$ cat src/rtl/sram_mem_arbiter.sv
// sram_mem_arbiter
// Shares one single-port 16-bit SRAM between instruction fetch (read-only)
// and the memory stage (load/store). Each 32-bit access becomes two 16-bit
// half accesses, low half first, each lasting WAIT_CYCLES cycles, followed
// by a one-cycle ready pulse to the granted requester. MEM has fixed
// priority over IF.
//
// Ports:
//   clk, rst                 clock (rising edge), async active-low reset
//   if_req/if_addr           fetch request (level) and byte address
//   if_rdata/if_ready        fetched word and its one-cycle valid pulse
//   mem_rd_en/mem_wr_en      load / store request (level)
//   mem_addr/mem_wdata       data byte address and store data
//   mem_rdata/mem_ready      load data and load/store done pulse
//   sram_addr                half-word address to the SRAM
//   sram_dq_out/sram_dq_oe   write data and pad drive enable
//   sram_dq_in               read data from the pad
//   sram_we_n                write strobe, active-low
module sram_mem_arbiter #(
   parameter int SRAM_ADDR_W = 18,
   parameter int WAIT_CYCLES = 1
) (
   input  logic                   clk,
   input  logic                   rst,
   input  logic                   if_req,
   input  logic [31:0]            if_addr,
   output logic [31:0]            if_rdata,
   output logic                   if_ready,
   input  logic                   mem_rd_en,
   input  logic                   mem_wr_en,
   input  logic [31:0]            mem_addr,
   input  logic [31:0]            mem_wdata,
   output logic [31:0]            mem_rdata,
   output logic                   mem_ready,
   output logic [SRAM_ADDR_W-1:0] sram_addr,
   output logic [15:0]            sram_dq_out,
   output logic                   sram_dq_oe,
   input  logic [15:0]            sram_dq_in,
   output logic                   sram_we_n
);

   localparam int         WORD_W  = SRAM_ADDR_W - 1;
   localparam logic [3:0] WAIT_LD = 4'(WAIT_CYCLES);

   typedef enum logic [1:0] {IDLE, LO, HI, RESP} state_t;

   state_t            state, state_nxt;
   logic [3:0]        cnt, cnt_nxt;
   logic              owner_mem, owner_mem_nxt;
   logic              op_wr, op_wr_nxt;
   logic [WORD_W-1:0] word, word_nxt;
   logic [31:0]       wdata, wdata_nxt;
   logic [15:0]       lo_buf;

   logic [SRAM_ADDR_W-1:0] sram_addr_nxt;
   logic [15:0]            dq_out_nxt;
   logic                   drive_nxt;
   logic                   if_ready_nxt, mem_ready_nxt;
   logic                   phase_end, cap_lo, cap_hi;

   // Byte-offset bits and bits above the SRAM size are deliberately dropped.
   logic unused_addr_bits;
   assign unused_addr_bits = ^{if_addr[31:SRAM_ADDR_W+1], if_addr[1:0],
                               mem_addr[31:SRAM_ADDR_W+1], mem_addr[1:0]};

   assign phase_end = (cnt == 4'd1);
   assign cap_lo    = (state == LO) && phase_end && !op_wr;
   assign cap_hi    = (state == HI) && phase_end && !op_wr;

   always_comb begin
      state_nxt     = state;
      cnt_nxt       = cnt;
      owner_mem_nxt = owner_mem;
      op_wr_nxt     = op_wr;
      word_nxt      = word;
      wdata_nxt     = wdata;

      case (state)
         IDLE: begin
            if (mem_rd_en || mem_wr_en) begin
               owner_mem_nxt = 1'b1;
               op_wr_nxt     = mem_wr_en;  // rd+wr together counts as a write
               word_nxt      = mem_addr[SRAM_ADDR_W:2];
               wdata_nxt     = mem_wdata;
               state_nxt     = LO;
               cnt_nxt       = WAIT_LD;
            end else if (if_req) begin
               owner_mem_nxt = 1'b0;
               op_wr_nxt     = 1'b0;
               word_nxt      = if_addr[SRAM_ADDR_W:2];
               state_nxt     = LO;
               cnt_nxt       = WAIT_LD;
            end
         end
         LO: begin
            if (phase_end) begin
               state_nxt = HI;
               cnt_nxt   = WAIT_LD;
            end else begin
               cnt_nxt = cnt - 4'd1;
            end
         end
         HI: begin
            if (phase_end) begin
               state_nxt = RESP;
               cnt_nxt   = 4'd0;
            end else begin
               cnt_nxt = cnt - 4'd1;
            end
         end
         default: begin
            // RESP: requests are not sampled here
            state_nxt = IDLE;
         end
      endcase

      // SRAM pins are registered from the next state so they are valid for
      // the whole phase; the address holds its last value when idle.
      sram_addr_nxt = sram_addr;
      dq_out_nxt    = sram_dq_out;
      if (state_nxt == LO) begin
         sram_addr_nxt = {word_nxt, 1'b0};
         if (op_wr_nxt) dq_out_nxt = wdata_nxt[15:0];
      end else if (state_nxt == HI) begin
         sram_addr_nxt = {word_nxt, 1'b1};
         if (op_wr_nxt) dq_out_nxt = wdata_nxt[31:16];
      end
      drive_nxt     = op_wr_nxt && ((state_nxt == LO) || (state_nxt == HI));
      if_ready_nxt  = (state_nxt == RESP) && !owner_mem_nxt;
      mem_ready_nxt = (state_nxt == RESP) && owner_mem_nxt;
   end

   always_ff @(posedge clk or negedge rst) begin
      if (!rst) begin
         state     <= IDLE;
         cnt       <= 4'd0;
         owner_mem <= 1'b0;
         op_wr     <= 1'b0;
         word      <= '0;
         wdata     <= 32'd0;
      end else begin
         state     <= state_nxt;
         cnt       <= cnt_nxt;
         owner_mem <= owner_mem_nxt;
         op_wr     <= op_wr_nxt;
         word      <= word_nxt;
         wdata     <= wdata_nxt;
      end
   end

   always_ff @(posedge clk or negedge rst) begin
      if (!rst) begin
         sram_addr   <= '0;
         sram_dq_out <= 16'd0;
         sram_dq_oe  <= 1'b0;
         sram_we_n   <= 1'b1;
         if_ready    <= 1'b0;
         mem_ready   <= 1'b0;
      end else begin
         sram_addr   <= sram_addr_nxt;
         sram_dq_out <= dq_out_nxt;
         sram_dq_oe  <= drive_nxt;
         sram_we_n   <= !drive_nxt;
         if_ready    <= if_ready_nxt;
         mem_ready   <= mem_ready_nxt;
      end
   end

   // The low half is staged in lo_buf so the visible rdata register changes
   // only once, when the high half arrives, and holds its previous word
   // throughout the access.
   always_ff @(posedge clk or negedge rst) begin
      if (!rst) begin
         lo_buf    <= 16'd0;
         if_rdata  <= 32'd0;
         mem_rdata <= 32'd0;
      end else begin
         if (cap_lo) lo_buf <= sram_dq_in;
         if (cap_hi) begin
            if (owner_mem) mem_rdata <= {sram_dq_in, lo_buf};
            else           if_rdata  <= {sram_dq_in, lo_buf};
         end
      end
   end

endmodule

$ cat config.mk
export PLATFORM = sky130hd
export DESIGN_NAME = sram_mem_arbiter
export DESIGN_NICKNAME = d
export VERILOG_FILES = /design/src/rtl/sram_mem_arbiter.sv
export SDC_FILE = /design/constraint.sdc
export NUM_CORES = 1
export LEC_CHECK = 0
export ABC_AREA = 1
export BUFFER_PORTS_ARGS = -buffer_cell sky130_fd_sc_hd__buf_4
export CORE_UTILIZATION = 45
export CTS_CLUSTER_SIZE = 28
export DETAILED_ROUTE_END_ITERATION = 6
export PLACE_DENSITY = 0.74
export SLEW_MARGIN = 10
export SYNTH_ARGS = -nofsm -noshare
export SYNTH_HDL_FRONTEND = slang
export SYNTH_SLANG_ARGS = --single-unit
$ cat constraint.sdc
create_clock -name clk -period 2.56 [get_ports clk]
set_input_delay 0.256 -clock clk [delete_from_list [all_inputs] [get_ports clk]]
set_output_delay 0.256 -clock clk [all_outputs]
set_load 0.005 [all_outputs]
==> impl_metrics.json, run 1 <==
{
  "synth_area_leader_cell": "dfrtp_1",
  "die_area_um2": 18100,
  "avgViaCountPerCell": 4.71,
  "overflow": 0,
  "cp_slowest_stage_delay_ns": 0.41,
  "core_um2": 17200,
  "ys_seq_area_share_pct": 55.5,
  "path_cells": "inv_1, ha_2, nor2_1, nor2_1, o21ai_1, nand2_1, nand2_1, ha_1, inv_1, nand3b_4, buf_4, nand3_1, nand2_1",
  "cts_tree": "done",
  "dr_wl_met3_um": 1050,
  "antenna_cells": 0,
  "wl_met2_um": 8490,
  "p_leak_nw": 5.37,
  "ys_top_cells_by_area": "dfrtp_1 (55%), nand2_1 (12%), inv_1 (7.2%)",
  "synth_fp_nets": 1052,
  "rows": 48,
  "drv_cap": 0,
  "fmax_ghz": 0.426,
  "finalHoldViolations": 0,
  "avgSynthCellArea_um2": 8.52,
  "die_x_um": 134,
  "seqCellArea_um2": 4380,
  "tns_ns": 0,
  "cp_slowest_cell": "dfrtp_1",
  "synthDistinctLibCells": 30,
  "initial_utilization_pct": 45.8,
  "startpoint_type": "flip-flop",
  "cp-end-kind": "flip-flop",
  "fillCellCount": 1527,
  "yosysWarnings": 0,
  "wl_met1_um": 7990,
  "layout-drive-gt1-share_pct": 23.6,
  "cts.path.max_buffers": 2,
  "slew-limit-headroom_pct": 59.1,
  "die_y_um": 134,
  "stdcell_count": 1349,
  "ys_ff_latch": 175,
  "yosys.area.top_type_share_pct": 55.2,
  "power_density_nw_per_um2": 1410,
  "path_clk_slew_ns": 0.07,
  "drt_iter0_drc": 407,
  "place.gp.congestion": 0.789,
  "dpl.cell_count": 1316,
  "drc": 0,
  "cts_setup_buffers": 0,
  "cts_sinks": 175,
  "crit_type": "reg -> reg",
  "htreeDepth": 4,
  "holdWs_ns": 0.0399,
  "synth_cells": 926,
  "root_buffer": "clkbuf_16",
  "grt_pass1_vias": 6073,
  "multi_input_area_um2": 2670,
  "power_w": 0.0143,
  "status": "complete, no violations",
  "worst_ep_arrival_time_ns": 2.67,
  "io_pins": 219,
  "worstPathMaxFanout": 9,
  "first_pass_iters": 5,
  "grt_use_total_pct": 20.9,
  "clk_latency_ns": 0.43,
  "vias": 6352,
  "hpwlAfterDp_um": 12300,
  "peakVddDrop_v": 0.000728,
  "routedWlPerCell_um": 13.2,
  "fin_crit_sh_pct": 91.6,
  "crit_required_ns": 2.88,
  "rsz0062_at_grt": "no",
  "fin_skew_ns": 0.0107,
  "syn_area_um2": 7890,
  "antenna_found_initial": 0,
  "wirelength_um": 17800,
  "top_layer_used": "met4",
  "syn2layout_area_growth_pct": 28.6,
  "drv_slew": 0,
  "holdCritPathClass": "in -> reg",
  "grt_max_degree": 65,
  "layout.nets": 1237,
  "cts_buffers": 17,
  "timing.final.crit_period_ns": 2.35,
  "port_buffers": 188,
  "grt_first_pass_wirelength_um": 29700,
  "ant_nets": 0,
  "setup_viol": 0,
  "crit_top_cell": "nand2_1",
  "tightest_slew_ns": 0.613
}
## layout by cell type, fill, tap and decap left out, drive strengths merged
cell,count
nor3,3
o21ai,71
dlygate4sd3,1
o21a,32
dfstp,1
clkinv,4
dfrtp,174
clkinvlp,3
bufinv,2
a21oi,35
or2,17
nand3b,1
nand2,267
nor2,46
clkbuf,18
ha,9
inv,160
buf,209
nand3,71
## layer usage
layer  global-route usage (%)  vias up
li1                         -     3205
met1                     27.3     2948
met2                     33.8      176
met3                     4.65       23
met4                     8.24        0
met5                        0        -
## flip-flops by register name, summed over array words and instances, names as in the netlist
name and cells:
mem_rdata 32, sram_we_n 1, lo_buf 16, cnt 4, word 17, sram_addr 18, state 2, op_wr 1
owner_mem 1, wdata 32, sram_dq_out 16, mem_ready 1, sram_dq_oe 1, if_rdata 32, if_ready 1
## repair_timing
action,4_1_cts,5_1_grt
hold endpoints to repair,59,0
hold buffers,1,0
setup endpoints to repair,0,16
resized for setup,0,6
## worst paths after layout
check                                             end  depth (start not counted)  slack, ns             startpoint
min in group asynchronous    mem_rdata[2]$_DFFE_PN0P_                          2       0.37                    rst
setup reg to reg           sram_dq_out[7]$_DFFE_PN0P_                         13       0.21     state[0]$_DFF_PN0_
hold / removal                    wdata[10]$_DFF_PN0_                          2       0.04          mem_wdata[10]
setup / recovery           sram_dq_out[7]$_DFFE_PN0P_                         13       0.21     state[0]$_DFF_PN0_
max in group asynchronous   mem_rdata[27]$_DFFE_PN0P_                          3       1.46                    rst
hold reg to reg              mem_rdata[4]$_DFFE_PN0P_                          2       0.50  lo_buf[4]$_DFFE_PN0P_
## per-stage QoR
stage               instance area (um2)  util [%]  setup slack [ns]
floorplan                          7890         -             0.219
global placement                   9510      55.2             0.121
detailed placement                 9510      55.2            0.0901
CTS                               10100      58.7            0.0611
global route                      10100      58.9           0.00713
finish                            10100      58.9             0.215
## worst max-delay path: cells and delay by family (launching register included)
kind | cells | cell delay [ns]
and+or+nand+nor | 7 | 0.73
DFF | 1 | 0.41
adders and majority gates | 2 | 0.54
AOI/OAI and AO/OA | 1 | 0.10
buffers and inverters | 3 | 0.47
## cells by family (layout without fill, tap and decap cells)
logic type / after synthesis / count (layout) / synth area share, %
and+or+nand+nor: 405 / 405 / 22.0
buffers and inverters: 199 / 397 / 11.1
DFF: 175 / 175 / 55.5
AOI/OAI and AO/OA: 138 / 138 / 9.91
adders and majority gates: 9 / 9 / 1.43
## final cells by class
class	instances	area share [%]
Sequential cell	175	43.2
Timing Repair Buffer	210	16.1
Tap cell	225	2.77
Clock buffer	18	4.23
Multi-Input combinational cell	552	26.3
Inverter	155	5.73
Clock inverter	14	1.69
## power by group
| part | internal (W) | total [W] | switching, W |
|---|---|---|---|
| Clock | 0.00147 | 0.00262 | 0.00115 |
| Sequential | 0.00419 | 0.00484 | 0.000652 |
| Combinational | 0.00293 | 0.00686 | 0.00393 |
| Total | 0.00860 | 0.0143 | 0.00573 |
## synthesized netlist by cell type
cell and number:
inv_1 152, a21oi_1 34, nor3_4 1, o21ai_2 2, dfstp_2 1, o21ai_1 12, nand2_4 3, or2_1 7
inv_2 2, o21a_1 32, buf_4 14, ha_1 9, nand3_1 70, nand2_2 3, nor3_1 2, a21oi_2 1
o21ai_0 57, dfrtp_1 174, buf_2 8, buf_1 1, or2_2 5, nor2_1 43, clkbuf_1 12, nor2_4 3
or2_0 5, nand3b_2 1, nand3_4 1, buf_6 9, nand2_1 261, clkinv_1 1
(Power assumes the default switching activity.)
==> inputs of run 2 (changes only) <==
--- a/config.mk
+++ b/config.mk
@@ -8,6 +8,7 @@
 export ABC_AREA = 1
 export BUFFER_PORTS_ARGS = -buffer_cell sky130_fd_sc_hd__buf_4
 export CORE_UTILIZATION = 45
+export CTS_BUF_LIST = sky130_fd_sc_hd__clkbuf_8
 export CTS_CLUSTER_SIZE = 28
 export DETAILED_ROUTE_END_ITERATION = 6
 export PLACE_DENSITY = 0.74
==> impl_metrics.json, run 2 (same netlist as run 1, synthesis figures left out) <==
{
  "status": "complete, no violations",
  "worst_ep_arrival_time_ns": 2.65,
  "clkPwrFrac_pct": 14.4,
  "final_common_cell": "nand2_1",
  "final_cell_mix": "nand2_1 (261), buf_4 (203), dfrtp_1 (174), inv_1 (152), nand3_1 (70)",
  "finalHoldViolations": 0,
  "swShare_pct": 41.4,
  "crit_top_cell": "nand2_1",
  "cts.path.max_buffers": 2,
  "core_um2": 17200,
  "drt_iter0_drc": 337,
  "seqCellArea_um2": 4380,
  "timing.final.crit_period_ns": 2.29,
  "drv_slew": 0,
  "path_depth": 13,
  "critPathTopFamily": "simple AND/OR/NAND/NOR gates",
  "cts_sinks": 175,
  "holdCritPathClass": "in -> reg",
  "grt_first_pass_wirelength_um": 30200,
  "fin_area_um2": 10200,
  "overflow": 0,
  "peakVddDrop_v": 0.000700,
  "first_pass_iters": 4,
  "io_pins": 219,
  "tns_ns": 0,
  "fillCellCount": 1526,
  "grt_pass1_vias": 6201,
  "hpwlAfterDp_um": 12300,
  "stdcell_count": 1374,
  "port_buffers": 188,
  "grt_max_degree": 65,
  "p_leak_nw": 5.39,
  "die_area_um2": 18100,
  "path_clk_slew_ns": 0.09,
  "hold_path_depth": 2,
  "p_sw_w": 0.00568,
  "worstPathMaxFanout": 9,
  "initial_utilization_pct": 45.8,
  "htreeDepth": 4,
  "startpoint_type": "flip-flop",
  "cts_tree": "done",
  "place_area_um2": 9510,
  "drc": 0,
  "antenna_found_initial": 0,
  "wirelength_um": 18200,
  "ant_nets": 0,
  "reg.largest.list": "if_rdata x32, mem_rdata x32, wdata x32",
  "vias": 6445,
  "rsz0062_at_grt": "no",
  "holdWs_ns": 0.0260,
  "rows": 48,
  "setup_viol": 0,
  "cp_slowest_cell": "dfrtp_1",
  "antenna_cells": 0,
  "drv_cap": 0,
  "clk_latency_ns": 0.47,
  "routedWlPerCell_um": 13.3,
  "layout-drive-gt1-share_pct": 23.2,
  "cts_setup_buffers": 0,
  "tightest_slew_ns": 0.605,
  "grt_use_total_pct": 21.2,
  "root_buffer": "clkbuf_8",
  "seqPwrFrac_pct": 35.2,
  "die_y_um": 134,
  "cp_slowest_stage_delay_ns": 0.42,
  "p_int_w": 0.00804,
  "p_comb_share_pct": 50.3,
  "rr_worst_depth": 13,
  "place.gp.congestion": 0.789,
  "fmax_ghz": 0.437,
  "slew-limit-headroom_pct": 59.6,
  "path_cells": "inv_1, ha_2, nor2_1, nor2_1, o21ai_1, nand2_1, nand2_1, ha_1, inv_2, nand3b_4, buf_4, nand3_1, nand2_1",
  "crit_required_ns": 2.92,
  "layout.nets": 1262,
  "r2r_slack_ns": 0.27,
  "dpl.cell_count": 1316,
  "die_x_um": 134,
  "syn2layout_area_growth_pct": 29.3,
  "crit_type": "reg -> reg",
  "cp-end-kind": "flip-flop",
  "power_density_nw_per_um2": 1340,
  "fin_crit_sh_pct": 89.3,
  "final_util_pct": 59.2,
  "multi_input_area_um2": 2670,
  "cp.buffers_inverters": 3,
  "cts_buffers": 17,
  "avgViaCountPerCell": 4.69,
  "fin_skew_ns": 0.0209
}
[run 2: layer usage]
metal  wire length [um]  global-route usage [%]  share of wire, %
met5                  0                       0                 0
met1               8210                    28.0                45
met4                275                    7.68               1.5
met2               8760                    34.6                48
met3                969                    4.61               5.3
[run 2: cell type report]
cell class	count	share of cell area, %
flip-flops and latches	175	42.9
multi-input cells	552	26.1
repair buffers	235	18.5
inverters	155	5.70
well taps	225	2.76
clock buffers	17	2.29
clock inverters	15	1.72
[run 2: what timing repair did]
| action | 4_1_cts | 5_1_grt |
|---|---|---|
| endpoints found under the hold margin | 84 | 0 |
| hold buffers | 26 | 0 |
| resized for setup | 0 | 7 |
| endpoints found under the setup margin | 0 | 16 |
[run 2: path summary, 6_finish.rpt]
check / startpoint / endpoint
min reg2reg: lo_buf[4]$_DFFE_PN0P_ / mem_rdata[4]$_DFFE_PN0P_
max reg2reg: state[0]$_DFF_PN0_ / sram_dq_out[8]$_DFFE_PN0P_
min in group asynchronous: rst / if_rdata[18]$_DFFE_PN0P_
max in group asynchronous: rst / if_rdata[11]$_DFFE_PN0P_
min: mem_wdata[25] / wdata[25]$_DFF_PN0_
max: state[0]$_DFF_PN0_ / sram_dq_out[8]$_DFFE_PN0P_
[run 2: worst register-to-register path, stage by stage (launching register included)]
cell      delay [ns]
dfrtp_1         0.42
inv_1           0.10
ha_2            0.23
nor2_1          0.07
nor2_1          0.19
o21ai_1         0.10
nand2_1         0.07
nand2_1         0.07
ha_1            0.32
inv_2           0.11
nand3b_4        0.17
buf_4           0.22
nand3_1         0.09
nand2_1         0.05
[run 2: metrics by stage]
stage	total power, W	setup slack [ns]
floorplan	0.00923	0.219
global placement	0.0115	0.121
detailed placement	0.0117	0.0901
CTS	0.0137	0.0591
global route	0.0150	0.0440
finish	0.0137	0.273
[run 2: power by group through the flow]
stage / Clock (W) / Combinational (W) / Sequential (W)
2_1_floorplan: 0 / 0.00438 / 0.00484
3_3_place_gp: 0 / 0.00661 / 0.00486
3_5_place_dp: 0 / 0.00679 / 0.00489
4_1_cts: 0.00203 / 0.00685 / 0.00483
5_1_grt: 0.00212 / 0.00790 / 0.00498
6_report: 0.00198 / 0.00691 / 0.00483
